[config.mk]
export PLATFORM = sky130hd
export DESIGN_NAME = snes_autojoy
export DESIGN_NICKNAME = d
export VERILOG_FILES = /design/src/rtl/snes_joy_pkg.sv /design/src/rtl/joy_clk_pulse.sv /design/src/rtl/snes_autojoy.sv
export SDC_FILE = /design/constraint.sdc
export NUM_CORES = 1
export LEC_CHECK = 0
export CAP_MARGIN = 20
export CORE_MARGIN = 2
export CORE_UTILIZATION = 37
export CTS_CLUSTER_SIZE = 30
export DETAILED_ROUTE_END_ITERATION = 8
export MAX_ROUTING_LAYER = met4
export PLACE_DENSITY = 0.68
export SYNTH_ARGS = -nofsm -noshare
export SYNTH_HDL_FRONTEND = slang
export SYNTH_SLANG_ARGS = --single-unit
[constraint.sdc]
create_clock -name clk -period 3.6 [get_ports clk]
set_input_delay 0.72 -clock clk [delete_from_list [all_inputs] [get_ports clk]]
set_output_delay 0.72 -clock clk [all_outputs]
set_load 0.01 [all_outputs]
[src/rtl/snes_joy_pkg.sv]
// Shared types and constants for the SNES joypad auto-read sequencer.
package snes_joy_pkg;

    localparam int JOY_BITS = 16;

    typedef enum logic [2:0] {
        IDLE,
        STRB,
        HIGH,
        LOW,
        DONE
    } autojoy_state_t;

    function automatic int max_int(input int a, input int b);
        return (a > b) ? a : b;
    endfunction

endpackage

[src/rtl/joy_clk_pulse.sv]
// Single low-pulse timer for a manual serial read: active for HALF_CYC cycles after start.
module joy_clk_pulse #(
    parameter int HALF_CYC = 128
) (
    input  logic clk,
    input  logic resetn,
    input  logic start,
    output logic active
);

    localparam int W = $clog2(HALF_CYC) + 1;
    localparam logic [W-1:0] LOAD = W'(HALF_CYC - 1);

    logic [W-1:0] cnt;

    // A start while already active is dropped so the pulse is never stretched.
    always_ff @(posedge clk) begin
        if (!resetn) begin
            active <= 1'b0;
            cnt    <= '0;
        end else if (!active) begin
            if (start) begin
                active <= 1'b1;
                cnt    <= LOAD;
            end
        end else if (cnt == '0) begin
            active <= 1'b0;
        end else begin
            cnt <= cnt - 1'b1;
        end
    end

endmodule

[src/rtl/snes_autojoy.sv]
// SNES joypad serial sequencer: VBlank auto-read of both ports plus CPU manual strobe/read access.
//  state | meaning
//  IDLE  | no auto-read; manual strobe/read pulses allowed
//  STRB  | joy_strb high for STRB_CYC cycles
//  HIGH  | joy clocks high; last cycle samples both ports
//  LOW   | joy clocks low for HALF_CYC cycles
//  DONE  | publish captured words, pulse done
module snes_autojoy
    import snes_joy_pkg::*;
#(
    parameter int STRB_CYC = 256,
    parameter int HALF_CYC = 128
) (
    input  logic                clk,
    input  logic                resetn,
    input  logic                vblank_start,
    input  logic                auto_en,
    input  logic                cpu_strb_wr,
    input  logic                cpu_strb_val,
    input  logic                cpu_rd1,
    input  logic                cpu_rd2,
    output logic                cpu_rd_bit,
    output logic                joy_strb,
    output logic                joy1_clk,
    output logic                joy2_clk,
    input  logic                joy1_di,
    input  logic                joy2_di,
    output logic [JOY_BITS-1:0] joy1_data,
    output logic [JOY_BITS-1:0] joy2_data,
    output logic                busy,
    output logic                done
);

    localparam int CNT_W = $clog2(max_int(STRB_CYC, HALF_CYC)) + 1;
    localparam logic [CNT_W-1:0] STRB_LD = CNT_W'(STRB_CYC - 1);
    localparam logic [CNT_W-1:0] HALF_LD = CNT_W'(HALF_CYC - 1);

    autojoy_state_t      state, state_nxt;
    logic [CNT_W-1:0]    cnt;
    logic [3:0]          bit_idx;
    logic [JOY_BITS-1:0] sr1, sr2;
    logic                strb_latch;
    logic                pending;
    logic                p1_active, p2_active;
    logic                manual_busy;
    logic                cnt_tc;

    assign manual_busy = p1_active | p2_active | cpu_rd1 | cpu_rd2;
    assign cnt_tc      = (cnt == '0);

    always_comb begin
        state_nxt = state;
        unique case (state)
            IDLE: begin
                if (!manual_busy && (pending || (vblank_start && auto_en)))
                    state_nxt = STRB;
            end
            STRB: if (cnt_tc) state_nxt = HIGH;
            HIGH: if (cnt_tc) state_nxt = LOW;
            LOW: begin
                if (cnt_tc)
                    state_nxt = (bit_idx == 4'd15) ? DONE : HIGH;
            end
            DONE: state_nxt = IDLE;
            default: state_nxt = IDLE;
        endcase
    end

    always_ff @(posedge clk) begin
        if (!resetn) begin
            state <= IDLE;
        end else begin
            state <= state_nxt;
        end
    end

    always_ff @(posedge clk) begin
        if (!resetn) begin
            cnt       <= '0;
            bit_idx   <= '0;
            sr1       <= '0;
            sr2       <= '0;
            joy1_data <= '0;
            joy2_data <= '0;
        end else begin
            if (state_nxt != state)
                cnt <= (state_nxt == STRB) ? STRB_LD : HALF_LD;
            else if (!cnt_tc)
                cnt <= cnt - 1'b1;

            if (state == STRB)
                bit_idx <= '0;
            else if (state == LOW && cnt_tc)
                bit_idx <= bit_idx + 4'd1;

            if (state == HIGH && cnt_tc) begin
                sr1 <= {sr1[JOY_BITS-2:0], ~joy1_di};
                sr2 <= {sr2[JOY_BITS-2:0], ~joy2_di};
            end

            // Both words change together so software never sees a half-updated pair.
            if (state == LOW && state_nxt == DONE) begin
                joy1_data <= sr1;
                joy2_data <= sr2;
            end
        end
    end

    always_ff @(posedge clk) begin
        if (!resetn) begin
            pending    <= 1'b0;
            strb_latch <= 1'b0;
            cpu_rd_bit <= 1'b0;
        end else begin
            if (state == IDLE && state_nxt == STRB)
                pending <= 1'b0;
            else if (state == IDLE && vblank_start && auto_en && manual_busy)
                pending <= 1'b1;

            if (cpu_strb_wr)
                strb_latch <= cpu_strb_val;

            if (cpu_rd1)
                cpu_rd_bit <= ~joy1_di;
            else if (cpu_rd2)
                cpu_rd_bit <= ~joy2_di;
        end
    end

    joy_clk_pulse #(.HALF_CYC(HALF_CYC)) u_pulse1 (
        .clk    (clk),
        .resetn (resetn),
        .start  (cpu_rd1 && state == IDLE),
        .active (p1_active)
    );

    joy_clk_pulse #(.HALF_CYC(HALF_CYC)) u_pulse2 (
        .clk    (clk),
        .resetn (resetn),
        .start  (cpu_rd2 && state == IDLE),
        .active (p2_active)
    );

    // DONE still belongs to the sequencer so a latch written mid-read shows only afterwards.
    assign joy_strb = (state != IDLE) ? (state == STRB) : strb_latch;
    assign joy1_clk = ~((state == LOW) | p1_active);
    assign joy2_clk = ~((state == LOW) | p2_active);
    assign busy     = (state == STRB) || (state == HIGH) || (state == LOW);
    assign done     = (state == DONE);

endmodule

# Word level (Yosys, flattened, before mapping)
# Index checks and enable logic that the tools add are counted.
# word_totals
ff_bits	101
latch_bits	0
mem_bits_rw	0
romBits	0
in_bits	10
output_inout_bits	38
elab_cells	90
mem_count	0
# classes
n_addsub	4
multipliers	0
n_div	0
order_cmp	0
n_eq_ne	11
shift	0
n_mux	24
bitwise	10
n_reduce_logical	27
# op_table
op	n
$mux 8	7
$mux 9	2
$logic_not 8->1	2
$sub 8x1->8 const B	2
$mux 3	5
$pmux 3 s4	1
$logic_and 1x1->1	11
$logic_not 9->1	1
$mux 1	9
$sub 9x1->9 const B	1
$eq 3x1->1 const B	2
$eq 3x2->1 const B	2
$eq 3x3->1 const B	2
$reduce_bool 2->1	3
$not 1->1	5
$or 1x1->1	5
$add 4x1->4 const B	1
$eq 4x4->1 const B	1
$ne 2x2->1 const B	2
$reduce_and 2->1	2
$reduce_or 2->1	2
$logic_not 3->1	1
$logic_or 1x1->1	3
$ne 3x3->1	1
other kinds (3)	3

# Depth between registers and ports, before layout
# logic_depth
word_depth	10
depth_mapped	8
mapped_depth_nobuf	6

# By module
# A second synthesis with hierarchy kept.
# hier_totals
cells_unflattened	472
hier_area_um2	4340.4
# by_module_without_submodules
module	n_inst	cells_per_inst	area_per_inst_um2	seq_area_each_um2
snes_autojoy	1	362	3306.9	1661.6
joy_clk_pulse	2	55	516.7	180.2

# Least setup slack after synthesis
# OpenSTA, ideal clock, no wires.
# synth_path
kind	reg2reg
from	register u_pulse1.cnt[3]
to	register u_pulse1.cnt[2]
setup_time_ps	118
arrival_ps	1779
required_ps	3482
setup_slack_ps	1704
stages_incl_launch_ff	6
path_buffers	1
period_less_slack_ps	1896
cell_sequence	dfxtp_1 -> or4_1 -> or4_1 -> buf_2 -> a21o_1 -> o2111a_1
# synth_between
elab_chain_len	3
# synth_rtl
item	line	source
from (decl)	joy_clk_pulse.sv:14	logic [W-1:0] cnt;
from (signal assigned)	joy_clk_pulse.sv:29	cnt <= cnt - 1'b1;
$logic_not 8->1	joy_clk_pulse.sv:26	end else if (cnt == '0) begin
$ne 2x2->1 (no line)	n/a	
$reduce_and 2->1 (no line)	n/a	
# Every way passes these cells.
# A chain may end at the register's enable or synchronous reset.

# Final worst setup path
# layout_path
from	register cnt[0]
to	register joy1_data[9]
# layout_between
elab_chain_len	5
word_cells_on_any_way	7
classes_between	eq/ne: 1; mux: 4; reduce/logical: 2
# layout_rtl
item	line	source
from (decl)	snes_autojoy.sv:39	logic [CNT_W-1:0] cnt;
from (signal assigned)	snes_autojoy.sv:87	cnt <= (state_nxt == STRB) ? STRB_LD : HALF_LD;
from (signal assigned)	snes_autojoy.sv:89	cnt <= cnt - 1'b1;
$logic_not 9->1 *	snes_autojoy.sv:49	assign cnt_tc = (cnt == '0);
$mux 3 (on tied branches)	snes_autojoy.sv:61, snes_autojoy.sv:58, snes_autojoy.sv:59	
$pmux 3 s4 *	snes_autojoy.sv:53	unique case (state)
$eq 3x3->1 *	snes_autojoy.sv:102	if (state == LOW && state_nxt == DONE) begin
$logic_and 1x1->1 *	snes_autojoy.sv:102	
to (signal assigned)	snes_autojoy.sv:103	joy1_data <= sr1;
to (decl)	snes_autojoy.sv:28	output logic [JOY_BITS-1:0] joy1_data,
# Mark *: on every way between the ends. The rest lies on a longest branch, timed or not.

==> metrics <==
root buf cell clkbuf_8; Avg WL per Cell 13.0 um; RSZ-0062 raised after global routing false; post-route ant nets 0; TritonCTS clock tree yes; Net Count, Synth 477; Synth cell types 51; ys flop type dfxtp_1; Fin. Hold Viols 0; power per cell area 510 nW/um2; Starting DRT DRC Count 205; Req. time, crit path 3.85 ns; crit path time final 2.71 ns; Clock Latency Late Sink 0.37 ns; status finished clean; crit share post-route 0.752; Die Wd 110 um; Synth Register Bits 101; internal power 1690 uW; Post-synth EDFFs 0; residual DRC count 0; Slew headroom 0.469; DR vias/cell 5.09; Mapped Area 4120 um2; Die Y 110 um; critical path peak fanout 21; Final Slew Violations 0; initial core utilization 0.380; proportion of synthesized chip area in sequential cells 0.491; Post-synth ARST share 0; syn avg cell area 8.92 um2; Syn Inst Count 462; H-tree depth 3; via count of the first global-routing pass 3,047; startpoint types register; gr usage total 0.150; final worst setup slack 0.894 ns; CP Class reg2reg; R2R setup slack 0.89 ns; DP Area 4690 um2; total net switching power 791 uW; residual overflow from global routing 0; CTS max path bufs 2; max-cap violations 0; Clk pwr share 0.269; Layout area overhead 18.1%; row cnt 38; post-CTS setup buffers 0; Slowest-stage cell, CP nor4b_2; final instance area 4870 um2; Top delay family on crit path simple AND/OR/NAND/NOR gates; switching portion of total power 0.319; Post-CTS Hold Buffers 0; worst-path cell chain inv_1, ha_1, nor4b_2, nand4_2, buf_4, mux2i_1, nor2_1; via count 3,265; Reg area 2020 um2; setup_tns 0 ns; fraction of layout cells with a size suffix above 1 0.0717; Leak Pwr 0.00196 uW; clock sink total 101; kind of end point of the critical path register; HP Class reg2reg; Clk pin slew, worst setup/hold paths 0.10 ns; most frequent cells in the layout 101 x dfxtp_1, 73 x nand2_1, 52 x nor2_1; Worst VDD drop 252 uV; die area 12,000 um2; Slew @ Worst Pin 0.795 ns; Filler Cell Count 1,047; commonest non-fill, non-tap cell in the layout dfxtp_1; total CTS buffers 9; drt first pass iters 4; cts repair resizes 0; crit path buf inv count 2; Final Setup Violations 0; core area 10,800 um2; Post-Route WL 8350 um; I/O pin count 48; area of the multi-input gates 1930 um2; Cells after DPL 626; dpl hpwl 5710 um; first-pass GRT wire length 14,000 um; largest net degree at the start of global routing 36; GP Congestion 0.758; maximum clock frequency 369 MHz; CP arrival 2.96 ns; combinational power share 0.211; initial antenna violation count 0; n_diodes 0; nets@finish 512; Flop pwr share 0.520; clock skew 0.0143 ns; DP Worst Slack 0.856 ns; final std cells w/o fill 642; CP peak stage delay 0.65 ns; port buffer count 47; synth warn 0
==> cell type report <==
| type | instances | area share |
|---|---|---|
| multi-input cells | 321 | 0.397 |
| well taps | 140 | 0.0360 |
| repair buffers | 53 | 0.106 |
| clock buffers | 10 | 0.0262 |
| inverters | 11 | 0.00849 |
| flip-flops and latches | 101 | 0.416 |
| clock inverters | 6 | 0.0105 |
==> cell families after synthesis <==
logic type,Yosys count,share of synthesized area
multiplexers,37,0.0905
adder cells (fa/ha/maj),5,0.0152
AND/OR/NAND/NOR,183,0.213
flip-flops,101,0.491
AO/OA/AOI/OAI,90,0.138
XOR/XNOR,6,0.0128
buffers and inverters,40,0.0401
==> cell usage after synthesis, types with 5 or more instances <==
cell type  number  area (um2)
a211oi_1       11        82.6
a21oi_1        41         205
a31oi_1         8        50.1
buf_2           9        45.0
clkbuf_1       18        67.6
dfxtp_1       101        2020
ha_1            5        62.6
inv_1          11        41.3
mux2i_1        35         350
nand2_1        73         274
nand3_1         6        30.0
nor2_1         52         195
nor3_1          7        35.0
o21a_1          7        52.6
o21ai_0         7        35.0
or4_1           7        52.6
==> state kept, by name, summed over array words and instances, names as in the netlist <==
register         flops
u_pulse2.active      1
joy1_data           16
sr1                 16
bit_idx              4
u_pulse1.cnt         8
state                3
pending              1
u_pulse2.cnt         8
joy2_data           16
strb_latch           1
cnt                  9
u_pulse1.active      1
cpu_rd_bit           1
sr2                 16
==> worst min-delay path: cells and delay by family (launching register included) <==
kind             cells  cell delay [ns]
AO/OA/AOI/OAI        1             0.05
AND/OR/NAND/NOR      1             0.05
flip-flops           1             0.32
==> per-stage QoR <==
step | hold slack (ns) | utilization | power [uW]
floorplan | 0.436 | - | 1720
global placement | 0.442 | 0.432 | 1820
detailed placement | 0.449 | 0.432 | 1840
CTS | 0.464 | 0.449 | 2510
global route | 0.484 | 0.449 | 2630
finish | 0.461 | 0.449 | 2480
==> layer usage <==
layer / wire (um) / vias up / share of wire / GRT usage
met1: 3830 / 1525 / 0.46 / 0.188
met2: 4140 / 55 / 0.50 / 0.243
met4: 121 / 0 / 0.014 / 0.0542
li1: - / 1674 / - / -
met5: 0 / - / 0 / -
met3: 255 / 11 / 0.031 / 0.0285
==> final timing paths <==
check / to / cells past startpoint / start
min: sr1[15] / 2 / sr1[15]
max: joy1_data[9] / 7 / cnt[0]
min reg2reg: sr1[15] / 2 / sr1[15]
max reg2reg: joy1_data[9] / 7 / cnt[0]
==> power groups by stage <==
stage	clock network (uW)	logic (uW)	registers (uW)
CTS	691	528	1290
finish	668	524	1290
floorplan	0	433	1280
detailed placement	0	527	1310
global route	734	590	1310
global placement	0	511	1310
(Power assumes the default switching activity.)
